File: config.mk
export PLATFORM = sky130hd
export DESIGN_NAME = clk_data_input_sync
export DESIGN_NICKNAME = d
export VERILOG_FILES = /design/src/rtl/clk_data_input_pkg.sv /design/src/rtl/cdi_edge_sync.sv /design/src/rtl/clk_data_input_sync.sv
export SDC_FILE = /design/constraint.sdc
export NUM_CORES = 1
export LEC_CHECK = 0
export ABC_AREA = 1
export BUFFER_PORTS_ARGS = -buffer_cell sky130_fd_sc_hd__clkbuf_2
export CORE_UTILIZATION = 56
export CTS_CLUSTER_DIAMETER = 50
export DETAILED_ROUTE_END_ITERATION = 7
export PLACE_DENSITY = 0.91
export RECOVER_POWER = 100
export SLEW_MARGIN = 20
export SYNTH_ARGS = -nofsm -noshare
export SYNTH_HDL_FRONTEND = slang
export SYNTH_HIERARCHICAL = 1
export SYNTH_SLANG_ARGS = --single-unit
export TNS_END_PERCENT = 1
File: constraint.sdc
create_clock -name clk -period 2.6 [get_ports clk]
set_input_delay 0.52 -clock clk [delete_from_list [all_inputs] [get_ports clk]]
set_output_delay 0.52 -clock clk [all_outputs]
set_load 0.005 [all_outputs]
File: src/rtl/clk_data_input_pkg.sv
// Shared types and constants for the clock-and-data input path.
// State encoding, edge-select codes and default lock depth.
package clk_data_input_pkg;

    typedef enum logic [1:0] {
        LOST    = 2'd0,
        ACQUIRE = 2'd1,
        LOCKED  = 2'd2
    } state_t;

    localparam logic EDGE_RISE = 1'b0;
    localparam logic EDGE_FALL = 1'b1;

    localparam int DEFAULT_LOCK_EDGES = 4;

endpackage

File: src/rtl/cdi_edge_sync.sv
// Brings the external bit clock and symbol data into the clk domain.
// Clock gets 3 flops (edge detect), data 2 flops so d2 lines up with s2.
module cdi_edge_sync
    import clk_data_input_pkg::*;
(
    input  logic       clk,
    input  logic       reset,
    input  logic       edgeSel,
    input  logic       extClk,
    input  logic [2:0] extData,
    output logic       edgeEvent,
    output logic [2:0] alignedData
);

    logic       s1;
    logic       s2;
    logic       s3;
    logic [2:0] d1;
    logic [2:0] d2;
    logic       rise;
    logic       fall;

    // Synchronizer chains for the external clock and data.
    always_ff @(posedge clk or negedge reset) begin
        if (!reset) begin
            s1 <= 1'b0;
            s2 <= 1'b0;
            s3 <= 1'b0;
            d1 <= '0;
            d2 <= '0;
        end else begin
            s1 <= extClk;
            s2 <= s1;
            s3 <= s2;
            d1 <= extData;
            d2 <= d1;
        end
    end

    assign rise = s2 & ~s3;
    assign fall = ~s2 & s3;

    // Pick the edge polarity the link samples on.
    always_comb begin
        edgeEvent   = (edgeSel == EDGE_FALL) ? fall : rise;
        alignedData = d2;
    end

endmodule

File: src/rtl/clk_data_input_sync.sv
// Receive-side clock/data qualifier: filters edges, tracks lock and
// measures the bit period, emitting a clock enable with aligned data.
module clk_data_input_sync
    import clk_data_input_pkg::*;
#(
    parameter int PERIOD_BITS = 16,
    parameter int LOCK_EDGES  = DEFAULT_LOCK_EDGES,
    parameter int GLITCH_BITS = 8
) (
    input  logic                   clk,
    input  logic                   reset,
    input  logic                   enable,
    input  logic                   edgeSel,
    input  logic [PERIOD_BITS-1:0] minPeriod,
    input  logic [PERIOD_BITS-1:0] timeout,
    input  logic                   clrGlitch,
    input  logic                   extClk,
    input  logic [2:0]             extData,
    output logic                   clkEnOut,
    output logic [2:0]             dataOut,
    output logic                   locked,
    output logic                   clockLost,
    output logic [PERIOD_BITS-1:0] period,
    output logic                   periodValid,
    output logic [GLITCH_BITS-1:0] glitchCount
);

    localparam int GOOD_BITS = $clog2(LOCK_EDGES + 1);

    logic                   edge_event;
    logic [2:0]             aligned_data;
    state_t                 state;
    state_t                 state_nxt;
    logic [GOOD_BITS-1:0]   good_cnt;
    logic [GOOD_BITS-1:0]   good_nxt;
    logic [PERIOD_BITS-1:0] cnt;
    logic                   in_lost;
    logic                   accept;
    logic                   reject;
    logic                   timed_out;
    logic                   last_good;
    logic                   pulse;

    cdi_edge_sync u_edge_sync (
        .clk         (clk),
        .reset       (reset),
        .edgeSel     (edgeSel),
        .extClk      (extClk),
        .extData     (extData),
        .edgeEvent   (edge_event),
        .alignedData (aligned_data)
    );

    assign in_lost   = (state == LOST);
    assign accept    = edge_event & (in_lost | (cnt >= minPeriod));
    assign reject    = edge_event & ~accept;
    assign timed_out = (timeout != '0) & (cnt >= timeout);
    assign last_good = (good_cnt == GOOD_BITS'(LOCK_EDGES - 1));

    // Lock FSM: next state, good-edge count and clock-enable pulse.
    always_comb begin
        state_nxt = state;
        good_nxt  = good_cnt;
        pulse     = 1'b0;
        if (!enable) begin
            state_nxt = LOST;
            good_nxt  = '0;
        end else if (accept) begin
            unique case (state)
                LOST: begin
                    state_nxt = ACQUIRE;
                    good_nxt  = GOOD_BITS'(1);
                end
                ACQUIRE: begin
                    good_nxt = good_cnt + GOOD_BITS'(1);
                    if (last_good) begin
                        state_nxt = LOCKED;
                        pulse     = 1'b1;
                    end
                end
                LOCKED: begin
                    pulse = 1'b1;
                end
                default: begin
                    state_nxt = LOST;
                    good_nxt  = '0;
                end
            endcase
        end else if (timed_out) begin
            state_nxt = LOST;
            good_nxt  = '0;
        end else if (reject && state == ACQUIRE) begin
            good_nxt = '0;
        end
    end

    // FSM state and good-edge counter registers.
    always_ff @(posedge clk or negedge reset) begin
        if (!reset) begin
            state    <= LOST;
            good_cnt <= '0;
        end else begin
            state    <= state_nxt;
            good_cnt <= good_nxt;
        end
    end

    // Interval counter: restarts at 1 on accepted edges, saturates.
    always_ff @(posedge clk or negedge reset) begin
        if (!reset) begin
            cnt <= PERIOD_BITS'(1);
        end else if (accept) begin
            cnt <= PERIOD_BITS'(1);
        end else if (~&cnt) begin
            cnt <= cnt + PERIOD_BITS'(1);
        end
    end

    // Period capture; an edge out of LOST has no valid reference.
    always_ff @(posedge clk or negedge reset) begin
        if (!reset) begin
            period      <= '0;
            periodValid <= 1'b0;
        end else begin
            if (accept && !in_lost) begin
                period <= cnt;
            end
            if (state_nxt == LOST) begin
                periodValid <= 1'b0;
            end else if (accept && !in_lost) begin
                periodValid <= 1'b1;
            end
        end
    end

    // Clock-enable pulse with the symbol sampled at the same edge.
    always_ff @(posedge clk or negedge reset) begin
        if (!reset) begin
            clkEnOut <= 1'b0;
            dataOut  <= '0;
        end else begin
            clkEnOut <= pulse;
            if (pulse) begin
                dataOut <= aligned_data;
            end
        end
    end

    // Saturating rejected-edge counter; clear beats a same-cycle reject.
    always_ff @(posedge clk or negedge reset) begin
        if (!reset) begin
            glitchCount <= '0;
        end else if (clrGlitch) begin
            glitchCount <= '0;
        end else if (reject && ~&glitchCount) begin
            glitchCount <= glitchCount + GLITCH_BITS'(1);
        end
    end

    assign locked    = (state == LOCKED);
    assign clockLost = (state == LOST);

endmodule

==> results.tsv, run 1 <==
metric	value	unit
crit-path cells	inv_1 -> ha_1 -> nand2_1 -> nand3_1 -> nand2_1 -> nand2_1 -> nand2_1 -> nand2_1 -> nand2_2 -> nand2_4 -> nand2_8 -> inv_4 -> nand2_2 -> o21ai_0	
layout cells sized above 1	0.185	
Hold-fix buffers, CTS	0	
max-cap violations	0	
Seq cells post-synth	59	
total grt overflow	0	
CTS Buf Count	9	
clock power share	0.321	
Final Hold Fails	0	
critical path launch point type	register	
Total Wirelength	8350	um
Inst Count DP	601	
VDD IR max	558	uV
Gate power share	0.238	
Psw	0.000896	W
Hold/Removal Path Class	input pin to register	
Detailed Route Iter0 Violations	228	
Vias	3314	
critical path class	register to register	
buffers inserted by post-CTS timing repair	0	
WL/cell	13.5	um
Tmin final	2.30	ns
Slew @ Worst Pin	1.43	ns
Reg clk slew, reported paths	0.07	ns
CTS tree	built	
Worst path most repeated cell	nand2_1	
Post-Synth Adder-Cell Area	0.136	
final period utilization	0.883	
Area contributors post-synth	dfrtp_1 (39%), ha_1 (14%), nand2_1 (9.4%), inv_1 (8.5%), nand3_1 (3.8%)	
CORE AREA	6350	um^2
Power, Total	0.00265	W
Pins Over Slew Limit	0	
relative slew slack	0.0457	
Synth Area in Compound Gates	0.103	
largest family of logic cells by synthesized area	simple AND/OR/NAND/NOR gates	
YS warnings	6	
Yosys top cell by area	dfrtp_1	
DP HPWL	6560	um
initial antenna violation count	0	
Crit path largest cell delay	0.55	ns
area of the mapped netlist	3680	um^2
starting density of the core	0.579	
outcome	completed	
Worst EP required	2.85	ns
post-synthesis average cell area	8.10	um^2
DRC Markers	0	
crit path DAT	2.55	ns
Final Util	0.673	
clk sinks	59	
number of nets with antenna violations after routing	0	
critical path endpoint category	register	
CTS root buf	clkbuf_8	
Synth cell types	36	
clock skew	0.0158	ns
Clk Latency, worst-skew pair	0.35	ns
largest fanout on the critical path	30	
Synth top area share	0.395	
FMAX	435	MHz
Power per Cell Area	620	nW/um^2
Syn-to-layout area delta	16.3	%
total track usage	0.256	
post-synthesis mux area share	0	
sequential area share after synthesis	0.402	
Die X	83.0	um
global-route wire length before repair	14200	um
Post-Synth XOR/XNOR Area	0.0143	
Pre-antenna DRT Iters	5	
DR vias/cell	5.37	
largest net degree at the start of global routing	60	
vias in the first global route	3319	
post-layout net count	616	
# diodes	0	
Mapped Nets	535	
critical path's slowest cell	dfstp_2	
die area	6890	um^2
Cell Int Power	0.00176	W
post-synthesis cell count	454	
Port Buf Inserts	71	
final std cells w/o fill	617	
FP Rows	29	
register share of total power	0.441	
LEAKAGE	2.38	nW
# IOs	72	
RSZ-0062 raised after global routing	no	
Fin Hold WS	0.283	ns
clock buffer depth	2	
die height	83.0	um
post-synthesis simple-gate area fraction	0.243	
TNS Setup	0	ns
CTS H-Tree Depth	3	
Final Setup Violations	0	
post-CTS resize count	0	
routability cong.	0.882	
switch share	0.338	
[metrics by stage]
stage | setup WS, ns | cell area, um^2
after detailed placement | 0.186 | 4110
after floorplan | 0.653 | 3680
after global placement | 0.322 | 4110
after CTS | 0.245 | 4320
after global routing | 0.0572 | 4280
final | 0.304 | 4280
[power by group through the flow]
stage / clock [W] / sequential [W] / combinational [W]
after floorplan: 0 / 0.00115 / 0.000403
after global placement: 0 / 0.00118 / 0.000603
after detailed placement: 0 / 0.00119 / 0.000643
after CTS: 0.000859 / 0.00117 / 0.000648
after global routing: 0.000909 / 0.00118 / 0.000724
final: 0.000851 / 0.00117 / 0.000632
[placed cells by master (no fill, tap or decap), types with 3 or more instances in the layout]
cell type  instances
clkbuf_2          65
a31oi_1            3
a21oi_1           16
dfrtp_1           58
nand4_1            9
nand3_1           29
clkinv_4           3
xor2_1             6
clkbuf_8           9
nor2_1            30
nor3_1            15
clkbuf_1           7
inv_1             84
ha_1              40
nor4_1             5
o21ai_0           30
nand2_1           94
nand2_2            5
a211oi_1           3
[cell type report]
type	count	area, um^2
flip-flops and latches	59	1480
well taps	77	96.3
multi-input cells	303	1800
clock buffers	9	124
inverters	87	329
fillers	529	2070
repair buffers	75	370
clock inverters	7	77.6
[worst max-delay path, delay by kind of cell (launching register included)]
kind            cells  cell delay [ns]
simple gates       10             0.92
flops               1             0.55
fa+ha+maj           1             0.27
compound gates      1             0.27
buf+inv             2             0.18
[Yosys cell counts, drive strengths merged]
cell and count:
nand2 101, inv 85, dfrtp 58, ha 40
nor2 32, o21ai 31, nand3 29, a21oi 17
nor3 17, nand4 9, xor2 6, buf 5
nor4 5, a211oi 4, a31oi 3, a21o 2
clkinv 2, o21a 2, o21bai 2, o31ai 2
dfstp 1, o211ai 1
[state kept, by name, summed over array words and instances (netlist names), 2 cells and up]
signal,count
cnt,16
period,16
glitchCount,8
dataOut,3
good_cnt,3
u_edge_sync/alignedData,3
u_edge_sync/d1,3
state,2
[routing by layer]
layer,wire [um],vias to the layer above,global-route usage,share of wire
li1,-,1640,-,-
met1,3330,1533,0.285,0.40
met2,4400,122,0.475,0.53
met3,469,19,0.0686,0.056
met4,145,0,0.0784,0.017
met5,0,-,0,0
[kinds of logic (layout without fill, tap and decap cells)]
family / Yosys count / in the layout
adder cells (fa/ha/maj): 40 / 40
AND/OR/NAND/NOR: 193 / 193
XOR/XNOR: 6 / 6
AO/OA/AOI/OAI: 64 / 64
buffers and inverters: 92 / 178
flip-flops: 59 / 59
[worst paths after layout]
kind                            slack (ns)         startpoint  cells after the start                    endpoint
worst min register to register        0.35  u_edge_sync/d1[1]                      0  u_edge_sync/alignedData[1]
worst min-delay path                  0.28         extData[2]                      1           u_edge_sync/d1[2]
max in group asynchronous             1.14              reset                      2              glitchCount[3]
worst max register to register        0.30             cnt[0]                     14                   period[5]
min in group asynchronous             0.58              reset                      2                      cnt[5]
worst max-delay path                  0.30             cnt[0]                     14                   period[5]
(Power assumes the default switching activity.)
==> run 2: changes to the inputs <==
--- a/config.mk
+++ b/config.mk
@@ -8,4 +8,5 @@
 export ABC_AREA = 1
 export BUFFER_PORTS_ARGS = -buffer_cell sky130_fd_sc_hd__clkbuf_2
+export CORE_ASPECT_RATIO = 0.6
 export CORE_UTILIZATION = 56
 export CTS_CLUSTER_DIAMETER = 50
==> constraint.sdc (replaced) <==
create_clock -name clk -period 2.6 [get_ports clk]
set_input_delay 0.52 -clock clk [delete_from_list [all_inputs] [get_ports clk]]
set_output_delay 0.52 -clock clk [all_outputs]
set_load 0.1 [all_outputs]
==> run 2 against run 1 <==
  * Global-route usage grew 2.5 points
  * Sequential cell count is the same
  * Die area grew 0.16%
  * Power grew 24%
  * Design area down 0.18%
  * First-iteration DRC count increased by 19%
  * Worst hold slack better by 0.0053 ns
  * Wire length grew 9.0%
  * Critical path depth grew 3
  * Sequential share of layout area up 0.061 points
  * Setup slack got worse by 0.10 ns
  * Core utilization rose by 1.3 points
==> results.tsv, run 2 (synthesis gave the netlist of run 1 again) <==
metric	value	unit	change
Tmin final	2.40	ns	+0.101 ns
Reg clk slew, reported paths	0.06	ns	about the same
clock skew	0.0103	ns	-0.00550 ns
critical path's top delay family	simple AND/OR/NAND/NOR gates		
DRC Markers	0		unchanged
critical path's slowest cell	dfstp_1		
FP Rows	22		-24%
total grt overflow	0		unchanged
Final Util	0.686		+0.0127
post-route cell area	4270	um^2	-0.18%
Hold/Removal Path Class	input pin to register		
# IOs	72		unchanged
Worst path most repeated cell	nand2_1		
CTS tree	built		
relative slew slack	0.149		+0.104
final period utilization	0.922		+0.0390
die area	6900	um^2	+0.16%
CORE AREA	6220	um^2	-2.0%
most frequent cells in the layout	nand2_1 (94), inv_1 (83), dfrtp_1 (58)		
critical path class	register to register		
global-route wire length before repair	14800	um	+4.5%
CTS root buf	clkbuf_8		
CP Buf/Inv Count	4		+2
Port Buf Inserts	71		unchanged
buffers inserted by post-CTS timing repair	0		unchanged
# diodes	0		unchanged
fill cell count	522		-1.3%
initial antenna violation count	0		unchanged
DR vias/cell	5.35		-0.39%
Worst EP required	2.88	ns	+0.03 ns
Detailed Route Iter0 Violations	272		+19%
sequential cell area	1480	um^2	unchanged
Final Hold Fails	0		unchanged
Pins Over Slew Limit	0		unchanged
starting density of the core	0.591		+0.0120
largest fanout on the critical path	19		-37%
crit-path cells	inv_1 -> ha_1 -> nand2_1 -> nand3_1 -> nand2_1 -> nand2_1 -> nand2_1 -> nand2_1 -> nand2_2 -> nand2_4 -> nand2_8 -> inv_4 -> buf_4 -> nand2_1 -> inv_2 -> nand2_1 -> nand2_1		
DP HPWL	7210	um	+9.9%
Clk Latency, worst-skew pair	0.34	ns	about the same
die height	64.8	um	-22%
critical path endpoint category	register		
LEAKAGE	2.31	nW	-2.9%
WL/cell	14.6	um	+7.6%
Pre-antenna DRT Iters	6		+1
critical path launch point type	register		
RSZ-0062 raised after global routing	no		
FMAX	417	MHz	-4.2%
Slew @ Worst Pin	1.28	ns	-0.155 ns
biggest regs	cnt x16, period x16, glitchCount x8		
total track usage	0.281		+0.0249
Total Wirelength	9100	um	+9.0%
Vias	3344		+0.91%
Die X	107	um	+28%
post-layout net count	617		+0.16%
Crit path largest cell delay	0.53	ns	-0.02 ns
DP Area	4130	um^2	+0.40%
Power, Total	0.00328	W	+24%
Syn-to-layout area delta	16.1	%	
Final Setup Violations	0		unchanged
clock buffer depth	2		unchanged
CTS Buf Count	9		unchanged
clk sinks	59		unchanged
vias in the first global route	3156		-4.9%
slack of the critical path	0.202	ns	-0.101 ns
max-cap violations	0		unchanged
Power per Cell Area	768	nW/um^2	+24%
VDD IR max	1030	uV	+84%
routability cong.	0.920		+4.3%
number of nets with antenna violations after routing	0		unchanged
crit path DAT	2.67	ns	+0.12 ns
outcome	completed		
layout cells sized above 1	0.144		-0.0410
Setup WS pre-CTS	0.203	ns	+0.0163 ns
commonest non-fill, non-tap cell in the layout	nand2_1		
largest net degree at the start of global routing	31		-48%
TNS Setup	0	ns	unchanged
area of the multi-input gates	1810	um^2	+0.28%
CTS H-Tree Depth	3		unchanged
[run 2: power breakdown]
| group | switching (W) | internal, W | leakage, nW |
|---|---|---|---|
| combinational | 0.00102 | 0.000253 | 1.43 |
| clock | 0.000375 | 0.000468 | 0.0987 |
| sequential | 0.000113 | 0.00104 | 0.781 |
[run 2: worst paths after layout]
kind / startpoint / to / slack [ns] / depth (start not counted)
worst max register to register: cnt[0] / dataOut[1] / 0.20 / 17
worst max-delay path: cnt[0] / dataOut[1] / 0.20 / 17
worst min register to register: u_edge_sync/d1[1] / u_edge_sync/alignedData[1] / 0.35 / 0
worst min-delay path: extData[0] / u_edge_sync/d1[0] / 0.29 / 1
min in group asynchronous: reset / period[9] / 0.44 / 1
max in group asynchronous: reset / u_edge_sync/alignedData[0] / 0.80 / 2
[run 2: repair_timing]
action                     4_1_cts  5_1_grt
resized for setup                0        1
setup endpoints to repair        0        1
hold buffers                     0        0
[run 2: area by class of cell]
cell class	count	share of cell area
Clock buffer	10	0.0322
Sequential cell	59	0.346
Timing Repair Buffer	76	0.0818
Tap cell	84	0.0246
Clock inverter	6	0.0150
Multi-Input combinational cell	303	0.423
Inverter	87	0.0771
[run 2: per-stage QoR]
step	cells	hold WS [ns]
final	625	0.288
after global routing	625	0.275
after CTS	625	0.192
after detailed placement	609	0.335
after global placement	609	0.333
after floorplan	454	0.224
[run 2: worst reg2reg max path: stages, from the launching register on]
cell and delay [ns]:
dfstp_1 0.53, inv_1 0.12, ha_1 0.30, nand2_1 0.05, nand3_1 0.09, nand2_1 0.06
nand2_1 0.07, nand2_1 0.05, nand2_1 0.10, nand2_2 0.10, nand2_4 0.11, nand2_8 0.08
inv_4 0.08, buf_4 0.22, nand2_1 0.17, inv_2 0.11, nand2_1 0.05, nand2_1 0.05
[run 2: metal layers]
metal / share of wire / GRT usage
met1: 0.46 / 0.408
met2: 0.41 / 0.405
met3: 0.099 / 0.0704
met4: 0.023 / 0.104
met5: 0 / 0
